### src/rtl/net_endpoint_pkg.sv
// Shared types and field layout for the ring network endpoint.
// Latency: n/a (types, constants and a helper function only).
// Backpressure: n/a.
package net_endpoint_pkg;

    localparam int MSG_NBITS     = 44;
    localparam int NODE_NBITS    = 2;
    localparam int SEQ_NBITS     = 8;
    localparam int PAYLOAD_NBITS = 32;

    localparam int DEST_MSB    = 43;
    localparam int DEST_LSB    = 42;
    localparam int SRC_MSB     = 41;
    localparam int SRC_LSB     = 40;
    localparam int OPAQUE_MSB  = 39;
    localparam int OPAQUE_LSB  = 32;
    localparam int PAYLOAD_MSB = 31;
    localparam int PAYLOAD_LSB = 0;

    typedef logic [NODE_NBITS-1:0]    node_id_t;
    typedef logic [SEQ_NBITS-1:0]     seq_t;
    typedef logic [PAYLOAD_NBITS-1:0] payload_t;

    // Field order matches the bit positions above (dest in the MSBs).
    typedef struct packed {
        node_id_t dest;
        node_id_t src;
        seq_t     opaque;
        payload_t payload;
    } net_msg_t;

    // Sequence numbers wrap 255 -> 0.
    function automatic seq_t seq_next(input seq_t s);
        return s + SEQ_NBITS'(1);
    endfunction

endpackage

### src/rtl/fifo.sv
// Generic normal (non-bypass) queue with valid/ready on both sides.
// Latency: an entry enqueued at edge N is visible on deq_dat after edge N (cycle N+1).
// Backpressure: enq_rdy = !full from registered state only; a full queue blocks enqueue even while dequeuing.
module fifo #(
    parameter int p_width = 8,
    parameter int p_depth = 2
) (
    input  logic               clk,
    input  logic               reset,
    input  logic               enq_vld,
    output logic               enq_rdy,
    input  logic [p_width-1:0] enq_dat,
    output logic               deq_vld,
    input  logic               deq_rdy,
    output logic [p_width-1:0] deq_dat
);

    localparam int AW = (p_depth > 1) ? $clog2(p_depth) : 1;
    localparam int CW = $clog2(p_depth + 1);

    logic [p_width-1:0] mem_q [p_depth];
    logic [p_width-1:0] mem_d [p_depth];
    logic [AW-1:0]      wr_ptr_q, wr_ptr_d;
    logic [AW-1:0]      rd_ptr_q, rd_ptr_d;
    logic [CW-1:0]      count_q, count_d;
    logic               enq_xfer;
    logic               deq_xfer;

    function automatic logic [AW-1:0] ptr_inc(input logic [AW-1:0] p);
        return (p == AW'(p_depth - 1)) ? '0 : p + AW'(1);
    endfunction

    assign enq_rdy  = (count_q != CW'(p_depth));
    assign deq_vld  = (count_q != '0);
    assign deq_dat  = mem_q[rd_ptr_q];
    assign enq_xfer = enq_vld && enq_rdy;
    assign deq_xfer = deq_vld && deq_rdy;

    // Next pointers, occupancy and storage contents.
    always_comb begin
        mem_d    = mem_q;
        wr_ptr_d = wr_ptr_q;
        rd_ptr_d = rd_ptr_q;
        count_d  = count_q;
        if (enq_xfer) begin
            mem_d[wr_ptr_q] = enq_dat;
            wr_ptr_d        = ptr_inc(wr_ptr_q);
        end
        if (deq_xfer) begin
            rd_ptr_d = ptr_inc(rd_ptr_q);
        end
        if (enq_xfer && !deq_xfer) begin
            count_d = count_q + CW'(1);
        end else if (!enq_xfer && deq_xfer) begin
            count_d = count_q - CW'(1);
        end
    end

    // Control state; reset empties the queue.
    always_ff @(posedge clk) begin
        if (reset) begin
            wr_ptr_q <= '0;
            rd_ptr_q <= '0;
            count_q  <= '0;
        end else begin
            wr_ptr_q <= wr_ptr_d;
            rd_ptr_q <= rd_ptr_d;
            count_q  <= count_d;
        end
    end

    // Payload storage needs no reset; occupancy guards every read.
    always_ff @(posedge clk) begin
        mem_q <= mem_d;
    end

endmodule

### src/rtl/net_endpoint_seq_table.sv
// Per-node 8-bit sequence counter array with one indexed read/modify port.
// Latency: rd_cnt is combinational from state; increment/load take effect at the next edge.
// Backpressure: none; the caller gates inc_en/ld_en with its own transfer condition.
module net_endpoint_seq_table
    import net_endpoint_pkg::*;
#(
    parameter int p_nentries  = 4,
    parameter int p_idx_nbits = 2
) (
    input  logic                   clk,
    input  logic                   reset,
    input  logic [p_idx_nbits-1:0] rd_idx,
    output seq_t                   rd_cnt,
    input  logic                   inc_en,
    input  logic                   ld_en,
    input  seq_t                   ld_cnt
);

    seq_t cnt_q [p_nentries];
    seq_t cnt_d [p_nentries];

    assign rd_cnt = cnt_q[rd_idx];

    // Only the indexed entry changes; a load wins over an increment.
    always_comb begin
        cnt_d = cnt_q;
        if (ld_en) begin
            cnt_d[rd_idx] = ld_cnt;
        end else if (inc_en) begin
            cnt_d[rd_idx] = seq_next(cnt_q[rd_idx]);
        end
    end

    // Counter registers, cleared by reset.
    always_ff @(posedge clk) begin
        if (reset) begin
            for (int i = 0; i < p_nentries; i++) begin
                cnt_q[i] <= '0;
            end
        end else begin
            cnt_q <= cnt_d;
        end
    end

endmodule

### src/rtl/net_endpoint_adapter.sv
// Terminal-port endpoint: injects client sends as stamped network messages and ejects received ones with an order check.
// Latency: send accepted in cycle N is on net_ostream in N+1; router message accepted in N is on recv_* in N+1.
// Backpressure: send_rdy / net_istream_rdy are !full of 2-entry queues, from registered state only.
module net_endpoint_adapter
    import net_endpoint_pkg::*;
#(
    parameter int p_msg_nbits    = 44,
    parameter int p_nrouters     = 4,
    parameter int p_rxq_nentries = 2
) (
    input  logic                   clk,
    input  logic                   reset,
    input  logic [1:0]             router_id,
    input  logic [1:0]             send_dest,
    input  logic [31:0]            send_data,
    input  logic                   send_val,
    output logic                   send_rdy,
    output logic [p_msg_nbits-1:0] net_ostream_msg,
    output logic                   net_ostream_val,
    input  logic                   net_ostream_rdy,
    input  logic [p_msg_nbits-1:0] net_istream_msg,
    input  logic                   net_istream_val,
    output logic                   net_istream_rdy,
    output logic [1:0]             recv_src,
    output logic [7:0]             recv_seq,
    output logic [31:0]            recv_data,
    output logic                   recv_val,
    input  logic                   recv_rdy,
    output logic                   seq_err,
    output logic [1:0]             seq_err_src
);

    localparam int TXQ_NENTRIES = 2;

    // ---------------- TX path ----------------
    seq_t     tx_seq_cnt;
    logic     send_xfer;
    net_msg_t tx_msg;

    assign send_xfer = send_val && send_rdy;
    assign tx_msg    = '{dest: send_dest, src: router_id, opaque: tx_seq_cnt, payload: send_data};

    net_endpoint_seq_table #(
        .p_nentries  (p_nrouters),
        .p_idx_nbits (NODE_NBITS)
    ) u_tx_seq (
        .clk    (clk),
        .reset  (reset),
        .rd_idx (send_dest),
        .rd_cnt (tx_seq_cnt),
        .inc_en (send_xfer),
        .ld_en  (1'b0),
        .ld_cnt ('0)
    );

    fifo #(
        .p_width (p_msg_nbits),
        .p_depth (TXQ_NENTRIES)
    ) u_txq (
        .clk     (clk),
        .reset   (reset),
        .enq_vld (send_val),
        .enq_rdy (send_rdy),
        .enq_dat (tx_msg),
        .deq_vld (net_ostream_val),
        .deq_rdy (net_ostream_rdy),
        .deq_dat (net_ostream_msg)
    );

    // ---------------- RX path ----------------
    net_msg_t               rx_in;
    net_msg_t               rx_out;
    logic [p_msg_nbits-1:0] rx_out_dat;
    logic                   rx_xfer;
    seq_t                   rx_exp_cnt;
    logic                   seq_mismatch;
    logic                   seq_err_q, seq_err_d;
    node_id_t               seq_err_src_q, seq_err_src_d;

    assign rx_in   = net_msg_t'(net_istream_msg);
    assign rx_xfer = net_istream_val && net_istream_rdy;

    // The checker always resynchronises to the opaque value it just saw.
    net_endpoint_seq_table #(
        .p_nentries  (p_nrouters),
        .p_idx_nbits (NODE_NBITS)
    ) u_rx_expect (
        .clk    (clk),
        .reset  (reset),
        .rd_idx (rx_in.src),
        .rd_cnt (rx_exp_cnt),
        .inc_en (1'b0),
        .ld_en  (rx_xfer),
        .ld_cnt (seq_next(rx_in.opaque))
    );

    fifo #(
        .p_width (p_msg_nbits),
        .p_depth (p_rxq_nentries)
    ) u_rxq (
        .clk     (clk),
        .reset   (reset),
        .enq_vld (net_istream_val),
        .enq_rdy (net_istream_rdy),
        .enq_dat (net_istream_msg),
        .deq_vld (recv_val),
        .deq_rdy (recv_rdy),
        .deq_dat (rx_out_dat)
    );

    assign rx_out    = net_msg_t'(rx_out_dat);
    assign recv_src  = rx_out.src;
    assign recv_seq  = rx_out.opaque;
    assign recv_data = rx_out.payload;

    // Sticky error flag; only the first mismatching source is recorded.
    always_comb begin
        seq_err_d     = seq_err_q;
        seq_err_src_d = seq_err_src_q;
        seq_mismatch  = rx_xfer && (rx_in.opaque != rx_exp_cnt);
        if (seq_mismatch && !seq_err_q) begin
            seq_err_d     = 1'b1;
            seq_err_src_d = rx_in.src;
        end
    end

    // Error flag registers.
    always_ff @(posedge clk) begin
        if (reset) begin
            seq_err_q     <= 1'b0;
            seq_err_src_q <= '0;
        end else begin
            seq_err_q     <= seq_err_d;
            seq_err_src_q <= seq_err_src_d;
        end
    end

    assign seq_err     = seq_err_q;
    assign seq_err_src = seq_err_src_q;

endmodule
### config.mk
export PLATFORM = sky130hd
export DESIGN_NAME = net_endpoint_adapter
export DESIGN_NICKNAME = d
export VERILOG_FILES = /design/src/rtl/net_endpoint_pkg.sv /design/src/rtl/fifo.sv /design/src/rtl/net_endpoint_seq_table.sv /design/src/rtl/net_endpoint_adapter.sv
export SDC_FILE = /design/constraint.sdc
export NUM_CORES = 1
export LEC_CHECK = 0
export ABC_CLOCK_PERIOD_IN_PS = 8980
export CAP_MARGIN = 25
export CORE_ASPECT_RATIO = 1.2
export CORE_UTILIZATION = 55
export CTS_BUF_LIST = sky130_fd_sc_hd__clkbuf_4
export CTS_CLUSTER_DIAMETER = 150
export CTS_CLUSTER_SIZE = 8
export DETAILED_ROUTE_END_ITERATION = 10
export HOLD_SLACK_MARGIN = 0.06
export PLACE_DENSITY = 0.84
export RECOVER_POWER = 25
export SYNTH_ARGS = -nofsm -noshare
export SYNTH_HDL_FRONTEND = slang
export SYNTH_SLANG_ARGS = --single-unit
### constraint.sdc
create_clock -name clk -period 8.98 [get_ports clk]
set_input_delay 1.347 -clock clk [delete_from_list [all_inputs] [get_ports clk]]
set_output_delay 1.347 -clock clk [all_outputs]
set_load 0.01 [all_outputs]
==> results of run 1 <==
metrics by stage:
step / total power [mW] / setup slack (ps) / hold WS, ps / instances
3_5_place_dp: 2.34 / 4820 / 458 / 966
5_1_grt: 3.12 / 5230 / 504 / 1033
6_report: 2.98 / 5320 / 473 / 1033
4_1_cts: 3.00 / 4950 / 470 / 1027
3_3_place_gp: 2.30 / 4900 / 450 / 964
2_1_floorplan: 1.92 / 5200 / 432 / 604
flip-flops by register name, summed over array words and instances (netlist names):
| name | cells |
|---|---|
| u_txq.mem_q | 88 |
| u_rxq.mem_q | 84 |
| u_rx_expect.cnt_q | 32 |
| u_tx_seq.cnt_q | 32 |
| seq_err_src | 2 |
| u_rxq.count_q | 2 |
| u_txq.count_q | 2 |
| seq_err | 1 |
| u_rxq.rd_ptr_q | 1 |
| u_rxq.wr_ptr_q | 1 |
| u_txq.rd_ptr_q | 1 |
| u_txq.wr_ptr_q | 1 |
worst paths after layout:
kind,start,endpoint,cells past startpoint
worst max register to register,u_rxq.count_q[0],u_rx_expect.cnt_q[22],5
worst min register to register,u_rx_expect.cnt_q[1],u_rx_expect.cnt_q[1],2
worst min-delay path,u_rx_expect.cnt_q[1],u_rx_expect.cnt_q[1],2
worst max-delay path,u_txq.rd_ptr_q,net_ostream_msg[6],3
worst max-delay path, cell delays in order (launching register included):
cell             delay [ps]
dfxtp_2                 570
buf_12                  260
mux2_2                  360
clkdlybuf4s50_1         530
synthesized netlist by cell type, types with 3 or more instances:
cell / count / area, µm²
and3_1: 6 / 37.5
edfxtp_1: 172 / 5160
buf_2: 6 / 30.0
nor3b_2: 4 / 50.1
mux2_2: 86 / 968
mux2i_1: 17 / 170
mux4_2: 11 / 248
a21oi_1: 3 / 15.0
xnor2_1: 10 / 87.6
ha_1: 4 / 50.1
clkbuf_1: 24 / 90.1
nand3_1: 6 / 30.0
nand2b_1: 5 / 31.3
mux4_1: 5 / 131
dfxtp_1: 75 / 1500
nand2_1: 10 / 37.5
nor2_1: 73 / 274
xor2_1: 18 / 158
a211oi_1: 48 / 360
or2_2: 3 / 18.8
power groups by stage:
stage | logic (mW) | registers [mW] | clock network [mW]
after global routing | 0.924 | 1.47 | 0.731
after CTS | 0.821 | 1.50 | 0.681
final | 0.868 | 1.45 | 0.657
after detailed placement | 0.816 | 1.52 | 0
after floorplan | 0.462 | 1.46 | 0
after global placement | 0.789 | 1.51 | 0
cell type report:
type | count | area (µm²) | area share
Timing Repair Buffer | 184 | 1880 | 0.156
Multi-Input combinational cell | 321 | 2780 | 0.230
Inverter | 2 | 7.51 | 0.000622
Tap cell | 216 | 270 | 0.0224
Clock buffer | 61 | 458 | 0.0379
Antenna cell | 2 | 5.00 | 0.000415
Sequential cell | 247 | 6670 | 0.552
layer usage:
layer / up-vias / part of all wire / track usage
met2: 202 / 0.54 / 0.388
met3: 53 / 0.049 / 0.0355
met4: 0 / 0.040 / 0.115
met1: 2771 / 0.37 / 0.246
met5: - / 0 / 0
li1: 2671 / - / -
logic make-up after synthesis:
group | Yosys count | synth area share
flops | 247 | 0.695
mux | 119 | 0.158
simple gates | 115 | 0.0561
compound gates | 55 | 0.0425
buf+inv | 36 | 0.0176
xor+xnor | 28 | 0.0256
fa+ha+maj | 4 | 0.00522
==> results.sh, run 1 <==
export IMPL_status="finished clean"
export IMPL_dr_first_iter_drc_count=406
export IMPL_peakVddDrop_mv=0.126
export IMPL_grt_pass1_vias=6044
export IMPL_p_sw_mw=0.805
export IMPL_async_flop_share=0
export IMPL_synth_seq_cells=247
export IMPL_drive_above_1_share=0.226
export IMPL_post_cts_buffers=0
export IMPL_antenna_found_initial=2
export IMPL_synth_cell_types=33
export IMPL_p_clk_frac=0.221
export IMPL_finalHoldViolCount=0
export IMPL_mostFrequentLayoutCells="edfxtp_1, clkdlybuf4s50_1, mux2_2"
export IMPL_final_area_um2=12100
export IMPL_setup_viol=0
export IMPL_clockBufferDepth=3
export IMPL_p_int_mw=2.17
export IMPL_crit_fanout=33
export IMPL_initial_core_util=0.565
export IMPL_gp_congestion=0.775
export IMPL_clock_fmax_mhz=273
export IMPL_synthCells=604
export IMPL_cts_sinks=247
export IMPL_grt_usage=0.218
export IMPL_finalSetupTns_ps=0
export IMPL_core_area_um2=17000
export IMPL_start_kind="flip-flop"
export IMPL_p_sw_frac=0.270
export IMPL_period_share=0.408
export IMPL_syn_nets=694
export IMPL_p_leak_nw=4.14
export IMPL_wl_um=19400
export IMPL_clock_skew_final_ps=29.3
export IMPL_io_pins=179
export IMPL_cellPowerDensity_nw_per_um2=247
export IMPL_dieArea_um2=18000
export IMPL_synth_seq_area_share=0.695
export IMPL_cts_root_buf="clkbuf_4"
export IMPL_die_y_um=147
export IMPL_fin_crit_ps=3660
export IMPL_io_buffer_count=176
export IMPL_h_tree_depth=2
export IMPL_insertion_delay_ps=580
export IMPL_synth_edf_count=172
export IMPL_power_frac_seq=0.488
export IMPL_ant_nets=0
export IMPL_path_clk_slew_ps=90
export IMPL_worstMarginPinSlew_ps=1030
export IMPL_area_growth_pct=25.8
export IMPL_grt_pass1_wl_um=30200
export IMPL_cts_tree="built"
export IMPL_firstDrtPassIters=5
export IMPL_synth_main_ff_cell="edfxtp_1"
export IMPL_cp_arrival_ps=2320
export IMPL_drv_slew=0
export IMPL_p_comb_frac=0.292
export IMPL_reg2reg_slack_ps=6820
export IMPL_cts_resized=0
export IMPL_cp_required_ps=7630
export IMPL_nNetsFinal=882
export IMPL_maxCapViolCount=0
export IMPL_dp_hpwl_um=12700
export IMPL_grt_ovfl_total=0
export IMPL_vias_per_cell=5.52
export IMPL_utilization=0.711
export IMPL_min_delay_path_class="flip-flop to flip-flop"
export IMPL_die_w_um=123
export IMPL_rsz0062_at_grt="false"
export IMPL_grt_max_degree=46
export IMPL_routedWlPerCell_um=18.8
export IMPL_synth_avg_cell_area_um2=15.9
export IMPL_n_fill_cell=1041
export IMPL_drc=0
export IMPL_netlist_area_um2=9590
export IMPL_postCtsHoldBufs=0
export IMPL_ys_warn_count=0
export IMPL_rows=52
export IMPL_slew_headroom=0.313
export IMPL_final_common_cell="edfxtp_1"
export IMPL_critPathKind="flip-flop to primary output"
export IMPL_cp_end_kind="primary output"
export IMPL_vias=5697
export IMPL_cts_buffers=36
export IMPL_place_area_um2=11500
(Power assumes the default switching activity.)
==> run 2, diff against run 1 <==
--- a/config.mk
+++ b/config.mk
@@ -5,16 +5,16 @@
 export SDC_FILE = /design/constraint.sdc
 export NUM_CORES = 1
 export LEC_CHECK = 0
-export ABC_CLOCK_PERIOD_IN_PS = 8980
+export ABC_CLOCK_PERIOD_IN_PS = 3300
 export CAP_MARGIN = 25
 export CORE_ASPECT_RATIO = 1.2
-export CORE_UTILIZATION = 55
+export CORE_UTILIZATION = 49
 export CTS_BUF_LIST = sky130_fd_sc_hd__clkbuf_4
 export CTS_CLUSTER_DIAMETER = 150
 export CTS_CLUSTER_SIZE = 8
 export DETAILED_ROUTE_END_ITERATION = 10
 export HOLD_SLACK_MARGIN = 0.06
-export PLACE_DENSITY = 0.84
+export PLACE_DENSITY = 0.79
 export RECOVER_POWER = 25
 export SYNTH_ARGS = -nofsm -noshare
 export SYNTH_HDL_FRONTEND = slang
==> constraint.sdc (replaced) <==
create_clock -name clk -period 3.3 [get_ports clk]
set_input_delay 0.495 -clock clk [delete_from_list [all_inputs] [get_ports clk]]
set_output_delay 0.495 -clock clk [all_outputs]
set_load 0.01 [all_outputs]
==> run 2 against run 1 <==
Effect of this change: sequential share of layout area down 0.15 points; first-iteration DRC count down 28%; clock skew up 12 ps; count of clock-buffer cells in the layout down 6; largest power group unchanged.
==> results.sh, run 2 (same netlist as run 1, synthesis figures left out) <==
export IMPL_cts_resized=0
export IMPL_drive_above_1_share=0.229
export IMPL_cp_required_ps=2800
export IMPL_vias_per_cell=5.32
export IMPL_firstDrtPassIters=4
export IMPL_crit_fanout=26
export IMPL_maxCapViolCount=0
export IMPL_p_leak_nw=4.16
export IMPL_io_pins=179
export IMPL_rsz0062_at_grt="false"
export IMPL_routedWlPerCell_um=18.0
export IMPL_drv_slew=0
export IMPL_holdWs_ps=469
export IMPL_die_w_um=130
export IMPL_antenna_found_initial=2
export IMPL_cts_root_buf="clkbuf_4"
export IMPL_postCtsHoldBufs=0
export IMPL_grt_pass1_vias=6142
export IMPL_dp_hpwl_um=13100
export IMPL_slew_headroom=0.342
export IMPL_multi_input_area_um2=2780
export IMPL_dieArea_um2=20100
export IMPL_clock_fmax_mhz=345
export IMPL_status="finished clean"
export IMPL_nNetsFinal=891
export IMPL_dr_first_iter_drc_count=291
export IMPL_period_share=0.879
export IMPL_min_delay_path_class="flip-flop to flip-flop"
export IMPL_seq_area_um2=6670
export IMPL_wl_um=19400
export IMPL_cp_end_kind="primary output"
export IMPL_setup_viol=0
export IMPL_critPathKind="flip-flop to primary output"
export IMPL_final_common_cell="edfxtp_1"
export IMPL_grt_max_degree=59
export IMPL_grt_pass1_wl_um=30000
export IMPL_die_y_um=155
export IMPL_clockBufferDepth=3
export IMPL_fin_crit_ps=2900
export IMPL_grt_ovfl_total=0
export IMPL_top_register="u_txq.mem_q"
export IMPL_clock_skew_final_ps=41.6
export IMPL_cellPowerDensity_nw_per_um2=661
export IMPL_core_area_um2=19000
export IMPL_peakVddDrop_mv=0.319
export IMPL_grt_usage=0.192
export IMPL_drc=0
export IMPL_top_regs="u_txq.mem_q (88), u_rxq.mem_q (84)"
export IMPL_insertion_delay_ps=600
export IMPL_io_buffer_count=176
export IMPL_final_area_um2=12100
export IMPL_area_growth_pct=26.2
export IMPL_ant_nets=0
export IMPL_path_clk_slew_ps=90
export IMPL_finalHoldViolCount=0
export IMPL_gp_congestion=0.778
export IMPL_initial_core_util=0.505
export IMPL_mostFrequentLayoutCells="edfxtp_1, clkdlybuf4s50_1, mux2_2"
export IMPL_power_mw=8.01
export IMPL_place_area_um2=11700
export IMPL_post_cts_buffers=0
export IMPL_vias=5730
export IMPL_cp_arrival_ps=2410
export IMPL_n_fill_cell=1384
export IMPL_rows=55
export IMPL_cts_sinks=247
export IMPL_start_kind="flip-flop"
export IMPL_finalSetupTns_ps=0
export IMPL_cts_tree="built"
export IMPL_worstMarginPinSlew_ps=987
export IMPL_h_tree_depth=2
export IMPL_cts_buffers=36
export IMPL_largest_register_ffs=88
## run 2: changes by cell type in the layout (fill, tap and decap cells not counted), sizes merged
cell    change
clkbuf      -6
inv         +2
buf         +9
## run 2: area by class of cell
cell class	count	share of cell area
diodes	2	0.000413
clock buffers	55	0.0341
clock inverters	2	0.000620
inverters	2	0.000620
multi-input cells	321	0.229
flip-flops and latches	247	0.551
well taps	256	0.0265
repair buffers	193	0.158
## run 2: routing by layer
layer,up-vias,routed length (µm),GRT usage
li1,2694,-,-
met1,2825,7180,0.215
met2,169,10600,0.352
met3,42,1060,0.0347
met4,0,584,0.0831
met5,-,0,0
## run 2: report_power, final
group          internal, mW  switching [mW]
logic                  1.28            1.06
clock network         0.753           0.960
registers              3.79           0.167
total                  5.82            2.18
## run 2: final timing paths
path	cells after the start	startpoint	slack, ps	endpoint
worst max-delay path	3	u_txq.rd_ptr_q	400	net_ostream_msg[6]
worst min-delay path	2	u_rx_expect.cnt_q[1]	470	u_rx_expect.cnt_q[1]
worst max register to register	6	u_rxq.count_q[0]	1270	u_rx_expect.cnt_q[5]
worst min register to register	2	u_rx_expect.cnt_q[1]	470	u_rx_expect.cnt_q[1]
## run 2: metrics by stage
stage / utilization / worst slack, ps / std cells
6_report: 0.637 / 399 / 1078
5_1_grt: 0.637 / 268 / 1077
4_1_cts: 0.637 / 319 / 1076
3_5_place_dp: 0.615 / 144 / 1019
3_3_place_gp: 0.615 / 223 / 1019
2_1_floorplan: - / 275 / 604
## run 2: worst max-delay path: stages, from the launching register on
cell and delay [ps]:
dfxtp_2 690, buf_12 260, mux2_2 350, clkdlybuf4s50_1 500
